### src/rtl/dht_pkg.sv
// -----------------------------------------------------------------------------
// dht_pkg
// Shared definitions for the DHT measurement sequencer:
//   - dht_state_t   : sequencer state encoding
//   - DHT_FRAME_W   : received frame width (5 bytes)
//   - DHT_IDX_*     : byte positions inside the frame (byte 4 is the MSB byte)
//   - dht_byte()    : extract one frame byte by index
//   - dht_csum_ok() : frame checksum verification
// -----------------------------------------------------------------------------
package dht_pkg;

    localparam int DHT_FRAME_W = 40;

    // Byte positions in {H_i, H_d, T_i, T_d, csum}
    localparam int DHT_IDX_H_INT = 4;
    localparam int DHT_IDX_H_DEC = 3;
    localparam int DHT_IDX_T_INT = 2;
    localparam int DHT_IDX_T_DEC = 1;
    localparam int DHT_IDX_CSUM  = 0;

    typedef enum logic [2:0] {
        ST_IDLE    = 3'd0,
        ST_LAUNCH  = 3'd1,
        ST_WAIT    = 3'd2,
        ST_CHECK   = 3'd3,
        ST_HOLDOFF = 3'd4
    } dht_state_t;

    function automatic logic [7:0] dht_byte(input logic [DHT_FRAME_W-1:0] frame, input int idx);
        return frame[idx*8 +: 8];
    endfunction

    // Sum of the four data bytes is kept in 10 bits; only the low byte is
    // compared against the transmitted checksum (mod-256 arithmetic).
    function automatic logic dht_csum_ok(input logic [DHT_FRAME_W-1:0] frame);
        logic [9:0] sum_s;
        sum_s = {2'b00, dht_byte(frame, DHT_IDX_H_INT)}
              + {2'b00, dht_byte(frame, DHT_IDX_H_DEC)}
              + {2'b00, dht_byte(frame, DHT_IDX_T_INT)}
              + {2'b00, dht_byte(frame, DHT_IDX_T_DEC)};
        return (sum_s[7:0] == dht_byte(frame, DHT_IDX_CSUM));
    endfunction

endpackage

### src/rtl/dht_ms_tick.sv
// -----------------------------------------------------------------------------
// dht_ms_tick
// Free-running prescaler producing a one-cycle pulse every millisecond
// (every CLK_HZ/1000 clock cycles). Shared by all ms-based counters.
// Ports:
//   clk  in  system clock
//   rst  in  asynchronous active-high reset
//   tick out one-cycle ms pulse (registered)
// -----------------------------------------------------------------------------
module dht_ms_tick #(
    parameter int CLK_HZ = 100_000_000
) (
    input  logic clk,
    input  logic rst,
    output logic tick
);
    localparam int DIV = CLK_HZ / 1000;
    localparam int CW  = (DIV > 1) ? $clog2(DIV) : 1;
    localparam logic [CW-1:0] LAST = CW'(DIV - 1);

    logic [CW-1:0] cnt_r;
    logic          tick_r;

    // Prescaler counter; wraps and emits the tick on its last count
    always_ff @(posedge clk or posedge rst) begin
        if (rst) begin
            cnt_r  <= {CW{1'b0}};
            tick_r <= 1'b0;
        end else if (cnt_r == LAST) begin
            cnt_r  <= {CW{1'b0}};
            tick_r <= 1'b1;
        end else begin
            cnt_r  <= cnt_r + CW'(1);
            tick_r <= 1'b0;
        end
    end

    assign tick = tick_r;

endmodule

### src/rtl/dht_meas_ctrl.sv
// -----------------------------------------------------------------------------
// dht_meas_ctrl
// Measurement sequencer for the DHT sensor path: launches bus transactions on
// request, enforces the minimum inter-transaction interval, supervises the
// driver with a watchdog, verifies the frame checksum and retries failures.
// Optional feature macro: DHT_AUTO_POLL_EN (periodic polling while auto_en=1).
// Ports:
//   clk, rst              clock, asynchronous active-high reset
//   button                one-cycle measurement request
//   auto_en               periodic polling enable (unused without macro)
//   drv_start             one-cycle pulse launching a bus transaction
//   drv_done / drv_fail   driver completion / protocol error pulses
//   drv_data              received 40-bit frame
//   hum_o / temp_o        last good humidity / temperature words
//   valid                 at least one good reading since reset
//   error                 last sequence failed after all retries
//   busy                  sequencer not idle
//   retry_cnt             retries used by the current or last sequence
// -----------------------------------------------------------------------------
module dht_meas_ctrl
    import dht_pkg::*;
#(
    parameter int CLK_HZ          = 100_000_000,
    parameter int MIN_INTERVAL_MS = 2000,
    parameter int TIMEOUT_MS      = 50,
    parameter int MAX_RETRIES     = 3,
    parameter int AUTO_PERIOD_MS  = 5000
) (
    input  logic                   clk,
    input  logic                   rst,
    input  logic                   button,
    input  logic                   auto_en,
    output logic                   drv_start,
    input  logic                   drv_done,
    input  logic                   drv_fail,
    input  logic [DHT_FRAME_W-1:0] drv_data,
    output logic [15:0]            hum_o,
    output logic [15:0]            temp_o,
    output logic                   valid,
    output logic                   error,
    output logic                   busy,
    output logic [1:0]             retry_cnt
);
    localparam int HO_W = $clog2(MIN_INTERVAL_MS + 1);
    localparam int WD_W = $clog2(TIMEOUT_MS + 1);
    localparam logic [HO_W-1:0] HO_LOAD   = HO_W'(MIN_INTERVAL_MS);
    localparam logic [WD_W-1:0] WD_LIMIT  = WD_W'(TIMEOUT_MS);
    localparam logic [1:0]      RETRY_MAX = 2'(MAX_RETRIES);

    dht_state_t             state_r;
    logic                   pend_r;
    logic                   retry_pend_r;
    logic [HO_W-1:0]        holdoff_r;
    logic [WD_W-1:0]        wdog_r;
    logic [DHT_FRAME_W-1:0] frame_r;
    logic [15:0]            hum_r;
    logic [15:0]            temp_r;
    logic                   valid_r;
    logic                   error_r;
    logic                   busy_r;
    logic [1:0]             retry_cnt_r;
    logic                   drv_start_r;

    logic tick_s;
    logic auto_req_s;
    logic req_s;
    logic fail_s;

    dht_ms_tick #(.CLK_HZ(CLK_HZ)) u_ms_tick (
        .clk  (clk),
        .rst  (rst),
        .tick (tick_s)
    );

`ifdef DHT_AUTO_POLL_EN
    localparam int AP_W = $clog2(AUTO_PERIOD_MS + 1);
    localparam logic [AP_W-1:0] AP_LAST = AP_W'(AUTO_PERIOD_MS - 1);

    logic [AP_W-1:0] auto_cnt_r;
    logic            auto_en_q_r;
    logic            auto_req_r;

    // Auto-poll period counter; restarts on a rising auto_en
    always_ff @(posedge clk or posedge rst) begin
        if (rst) begin
            auto_cnt_r  <= {AP_W{1'b0}};
            auto_en_q_r <= 1'b0;
            auto_req_r  <= 1'b0;
        end else begin
            auto_en_q_r <= auto_en;
            auto_req_r  <= 1'b0;
            if (auto_en && !auto_en_q_r) begin
                auto_cnt_r <= {AP_W{1'b0}};
            end else if (auto_en && tick_s) begin
                if (auto_cnt_r == AP_LAST) begin
                    auto_cnt_r <= {AP_W{1'b0}};
                    auto_req_r <= 1'b1;
                end else begin
                    auto_cnt_r <= auto_cnt_r + AP_W'(1);
                end
            end else begin
                auto_cnt_r <= auto_cnt_r;
            end
        end
    end

    assign auto_req_s = auto_req_r;
`else
    logic unused_auto_en_s;
    assign unused_auto_en_s = auto_en;
    assign auto_req_s       = 1'b0;
`endif

    assign req_s = button | auto_req_s;

    // Attempt failure: driver error or watchdog in WAIT (fail beats done), bad checksum in CHECK
    always_comb begin
        fail_s = 1'b0;
        if (state_r == ST_WAIT) begin
            fail_s = drv_fail || (wdog_r == WD_LIMIT);
        end else if (state_r == ST_CHECK) begin
            fail_s = !dht_csum_ok(frame_r);
        end else begin
            fail_s = 1'b0;
        end
    end

    // One-deep request latch; requests during a pending retry fold into that retry
    always_ff @(posedge clk or posedge rst) begin
        if (rst) begin
            pend_r <= 1'b0;
        end else if (req_s && !retry_pend_r) begin
            pend_r <= 1'b1;
        end else if (state_r == ST_LAUNCH && !retry_pend_r) begin
            pend_r <= 1'b0;
        end else begin
            pend_r <= pend_r;
        end
    end

    // Holdoff counter: reloads on every launch, counts down on ms ticks
    always_ff @(posedge clk or posedge rst) begin
        if (rst) begin
            holdoff_r <= {HO_W{1'b0}};
        end else if (state_r == ST_LAUNCH) begin
            holdoff_r <= HO_LOAD;
        end else if (tick_s && (holdoff_r != {HO_W{1'b0}})) begin
            holdoff_r <= holdoff_r - HO_W'(1);
        end else begin
            holdoff_r <= holdoff_r;
        end
    end

    // Watchdog: cleared at launch, counts ms ticks while waiting, saturates at the limit
    always_ff @(posedge clk or posedge rst) begin
        if (rst) begin
            wdog_r <= {WD_W{1'b0}};
        end else if (state_r == ST_LAUNCH) begin
            wdog_r <= {WD_W{1'b0}};
        end else if ((state_r == ST_WAIT) && tick_s && (wdog_r != WD_LIMIT)) begin
            wdog_r <= wdog_r + WD_W'(1);
        end else begin
            wdog_r <= wdog_r;
        end
    end

    // Sequencer FSM with registered outputs
    always_ff @(posedge clk or posedge rst) begin
        if (rst) begin
            state_r      <= ST_IDLE;
            retry_pend_r <= 1'b0;
            frame_r      <= {DHT_FRAME_W{1'b0}};
            hum_r        <= 16'h0000;
            temp_r       <= 16'h0000;
            valid_r      <= 1'b0;
            error_r      <= 1'b0;
            busy_r       <= 1'b0;
            retry_cnt_r  <= 2'd0;
            drv_start_r  <= 1'b0;
        end else begin
            drv_start_r <= 1'b0;
            case (state_r)
                ST_IDLE: begin
                    if ((pend_r || retry_pend_r) && (holdoff_r == {HO_W{1'b0}})) begin
                        state_r     <= ST_LAUNCH;
                        drv_start_r <= 1'b1;
                        busy_r      <= 1'b1;
                    end else begin
                        state_r <= ST_IDLE;
                        busy_r  <= 1'b0;
                    end
                end
                ST_LAUNCH: begin
                    state_r      <= ST_WAIT;
                    retry_pend_r <= 1'b0;
                    if (!retry_pend_r) begin
                        retry_cnt_r <= 2'd0;
                    end else begin
                        retry_cnt_r <= retry_cnt_r;
                    end
                end
                ST_WAIT: begin
                    if (!fail_s && drv_done) begin
                        frame_r <= drv_data;
                        state_r <= ST_CHECK;
                    end else begin
                        state_r <= ST_WAIT;
                    end
                end
                ST_CHECK: begin
                    if (!fail_s) begin
                        hum_r   <= {dht_byte(frame_r, DHT_IDX_H_INT), dht_byte(frame_r, DHT_IDX_H_DEC)};
                        temp_r  <= {dht_byte(frame_r, DHT_IDX_T_INT), dht_byte(frame_r, DHT_IDX_T_DEC)};
                        valid_r <= 1'b1;
                        error_r <= 1'b0;
                        state_r <= ST_HOLDOFF;
                    end else begin
                        state_r <= ST_CHECK;
                    end
                end
                ST_HOLDOFF: begin
                    if (holdoff_r == {HO_W{1'b0}}) begin
                        state_r <= ST_IDLE;
                        busy_r  <= 1'b0;
                    end else begin
                        state_r <= ST_HOLDOFF;
                    end
                end
                default: begin
                    state_r <= ST_IDLE;
                    busy_r  <= 1'b0;
                end
            endcase

            // Failure handling overrides the WAIT/CHECK hold paths above
            if (fail_s) begin
                state_r <= ST_HOLDOFF;
                if (retry_cnt_r < RETRY_MAX) begin
                    retry_cnt_r  <= retry_cnt_r + 2'd1;
                    retry_pend_r <= 1'b1;
                end else begin
                    error_r      <= 1'b1;
                    retry_pend_r <= 1'b0;
                end
            end
        end
    end

    assign drv_start = drv_start_r;
    assign hum_o     = hum_r;
    assign temp_o    = temp_r;
    assign valid     = valid_r;
    assign error     = error_r;
    assign busy      = busy_r;
    assign retry_cnt = retry_cnt_r;

endmodule
### config.mk
export PLATFORM = sky130hd
export DESIGN_NAME = dht_meas_ctrl
export DESIGN_NICKNAME = d
export VERILOG_FILES = /design/src/rtl/dht_pkg.sv /design/src/rtl/dht_ms_tick.sv /design/src/rtl/dht_meas_ctrl.sv
export SDC_FILE = /design/constraint.sdc
export NUM_CORES = 1
export LEC_CHECK = 0
export CAP_MARGIN = 20
export CORE_MARGIN = 1.5
export CORE_UTILIZATION = 32
export CTS_CLUSTER_DIAMETER = 80
export DETAILED_ROUTE_END_ITERATION = 12
export SLEW_MARGIN = 20
export SYNTH_ARGS = -nofsm -noshare
export SYNTH_HDL_FRONTEND = slang
export SYNTH_SLANG_ARGS = --single-unit
### constraint.sdc
create_clock -name clk -period 9.55 [get_ports clk]
set_input_delay 0.955 -clock clk [delete_from_list [all_inputs] [get_ports clk]]
set_output_delay 0.955 -clock clk [all_outputs]
set_load 0.01 [all_outputs]
==> results.ini <==
[status]
outcome = finished, final reports clean

[pwr]
p_switching_w = 0.0008572
p_seq_share_pct = 28.1
combPwrFrac_pct = 42.2
p_leak_nw = 3.217
cell_internal_pwr_w = 0.001581
p_clk_share_pct = 29.7
p_per_area_nw_per_um2 = 333.2
swShare_pct = 35.16
ir_worst_vdd_uv = 191.6

[global_route]
antenna_found_initial = 1
grtUsageTotal_pct = 14.42
grt_pass1_wl_microns = 19970
grt_max_degree = 61
grt_pass1_vias = 3818
grt_overflow_total = 0

[synth]
synth_fa_ha_area_share_pct = 7.663
synth_compound_area_share_pct = 3.809
synth_xor_area_share_pct = 6.705
yosys-mux-area-fraction_pct = 16.66
ys_seq_area_share_pct = 52.57
syn_avg_cell_area_sq_um = 13.25
ys_ff_latch = 118
yosysTopAreaCell = dfrtp_1
post-synth-top-area-fraction_pct = 52.57
syn-cell-area_sq_um = 5617
synth_cell_type_count = 49
synth_warnings = 0
synthCells = 424
yosys.area_share.simple_pct = 9.445
yosys-top-cells-area = dfrtp_1 53%, mux2_2 8.8%, mux2_4 7.5%
synth_top_family_by_area = multiplexers
syn_nets = 496

[clock_network]
clockBufferDepth = 2
hold_buffers = 0
clkTransAtPathRegs_ps = 50
cts_tree = yes
clock_sinks = 118
clkLatencyLatePin_ps = 410
cts_buffers = 17
cts.repair.resized = 0
h-tree-depth = 4
cts_setup_buffers = 0
root_buffer = clkbuf_16

[route]
vias = 3488
viasPerCell = 4.620
wl_microns = 11890
drt.antenna.violating_nets = 0
firstDrtPassIters = 4
drt_iter0_drc = 165
wl_per_cell_microns = 15.74
route.detailed.drc = 0

[cells_and_area]
fin_cells = 755
area_delta_synth_final_pct = 30.27
drive_gt1_share_pct = 22.64
antenna-diode-count = 0
final_nets = 589

[setup_path]
cpMostUsedCell = fa_1
arrival_ps = 4850
startpoint_type = flip-flop
slowest_stage = fa_1
crit_path_cell_trace = fa_1, inv_1, fa_1, inv_1, ha_1, fa_1, a21o_1, a21oi_2, o21ai_0, xnor2_1, and4b_2, buf_4, mux2_2
critPathMaxStageDelay_ps = 550
worstPathRequired_ps = 9850
crit_type = reg -> reg
cp_max_fo = 24
crit_path_end_kind = flip-flop

[sta]
skew_ps = 6.827
hold_viol = 0
tns_ps = 0
rsz0062_at_grt = false
worstMarginPinSlew_ps = 749.9
setup_viol = 0
period_minus_slack_ps = 4555
finalCritPeriodShare_pct = 47.70
drv_slew = 0
fmax_ghz = 0.2195
relSlewSlack_pct = 49.66

[floorplan]
core_area_sq_um = 17240
pin_count = 84
num_rows = 48
die_area_sq_um = 18360
start_util_pct = 32.59
die_h_microns = 135.5
fp.dieW_microns = 135.5

[placed_design]
dpl.hpwl_microns = 8364
dp_cells = 723
numPortBuffers = 82
place_congestion = 0.7731

[hold_path]
hold_class = reg -> reg

[run]
cap_violations = 0

synth_stat cells, drive strengths merged:
cell,number
a211o,1
a211oi,3
a21o,1
a21oi,7
a311oi,3
a31o,1
a31oi,1
and2,3
and3,4
and4,2
and4b,1
buf,7
clkbuf,5
dfrtp,118
fa,14
ha,12
inv,19
mux2,72
mux2i,2
nand2,18
nand2b,1
nand3,11
nand3b,2
nand4,6
nand4b,1
nor2,30
nor2b,2
nor3,3
nor3b,1
nor4,3
nor4b,2
o21ai,14
o21ba,1
o21bai,2
or2,1
or3,5
or3b,1
or4b,1
xnor2,28
xor2,15
area by class of cell:
| class | instances | area, sq um |
|---|---|---|
| fill | 1566 | 9920 |
| sequential | 118 | 2953 |
| multi-input combinational | 275 | 2489 |
| timing repair buffer | 86 | 850.8 |
| clock buffer | 18 | 439.2 |
| tap | 225 | 281.5 |
| clock inverter | 14 | 230.2 |
| inverter | 19 | 73.82 |
stage by stage:
step	power, W	setup slack [ps]	util, %	cell area, sq um	hold WS [ps]
2_1_floorplan	0.001491	5466	-	5617	454.9
3_3_place_gp	0.001708	4977	38.57	6648	455.8
3_5_place_dp	0.001732	4960	38.57	6648	466.1
4_1_cts	0.002476	4946	42.45	7317	483.3
5_1_grt	0.002629	4701	42.45	7317	522.2
6_report	0.002438	4995	42.45	7317	480.6
cell families after synthesis:
group,after synthesis
DFF,118
and+or+nand+nor,98
muxes,74
xor gates and xnor gates,43
AOI/OAI and AO/OA,34
buffers and inverters,31
adders and majority gates,26
worst max-delay path: cells and delay by family, from the launching register on:
kind / cells / cell delay (ps)
AO/OA/AOI/OAI: 3 / 500
XOR/XNOR: 1 / 300
adder cells (fa/ha/maj): 4 / 1670
buffers and inverters: 3 / 600
flip-flops: 1 / 410
multiplexers: 1 / 390
AND/OR/NAND/NOR: 1 / 540
per-layer routing:
layer	GRT usage (%)	routed length (microns)
met1	19.43	5694
met2	21.83	5473
met3	3.629	533
met4	6.691	168
met5	0	17
power by group through the flow:
stage	clock, W	combinational [W]	sequential, W
detailed placement	0	0.00104	0.000695
global route	0.000763	0.00116	0.000703
finish	0.000725	0.00103	0.000685
floorplan	0	0.000824	0.000668
CTS	0.000740	0.00105	0.000687
global placement	0	0.00102	0.000689
layout by cell type (no fill, tap or decap), types with 11 or more instances in the layout:
master / count
dfrtp_1: 118
xnor2_1: 28
nor2_1: 30
mux2_2: 44
clkbuf_16: 17
nand2_1: 18
fa_1: 14
mux2_4: 28
clkdlybuf4s50_1: 82
ha_1: 12
inv_1: 18
xor2_1: 15
nand3_1: 11
o21ai_0: 13
path summary, 6_finish.rpt:
check / from / end / slack [ps] / cells after the start
max reg2reg: frame_r[9]$_DFFE_PP0P_ / hum_o[15]$_DFFE_PP0P_ / 4990 / 13
min in group asynchronous: rst / frame_r[8]$_DFFE_PP0P_ / 1020 / 2
min: valid$_DFFE_PP0P_ / valid$_DFFE_PP0P_ / 480 / 1
max: frame_r[9]$_DFFE_PP0P_ / hum_o[15]$_DFFE_PP0P_ / 4990 / 13
min reg2reg: valid$_DFFE_PP0P_ / valid$_DFFE_PP0P_ / 480 / 1
max in group asynchronous: rst / u_ms_tick.cnt_r[10]$_DFF_PP0_ / 7280 / 3
flip-flops by register name, indices dropped and copies added (netlist names):
name / count
pend_r: 1
busy: 1
state_r: 3
valid: 1
holdoff_r: 11
u_ms_tick.cnt_r: 17
retry_cnt: 2
temp_o: 16
error: 1
u_ms_tick.tick: 1
drv_start: 1
wdog_r: 6
frame_r: 40
retry_pend_r: 1
hum_o: 16
Power figures use the tool's default switching activity.
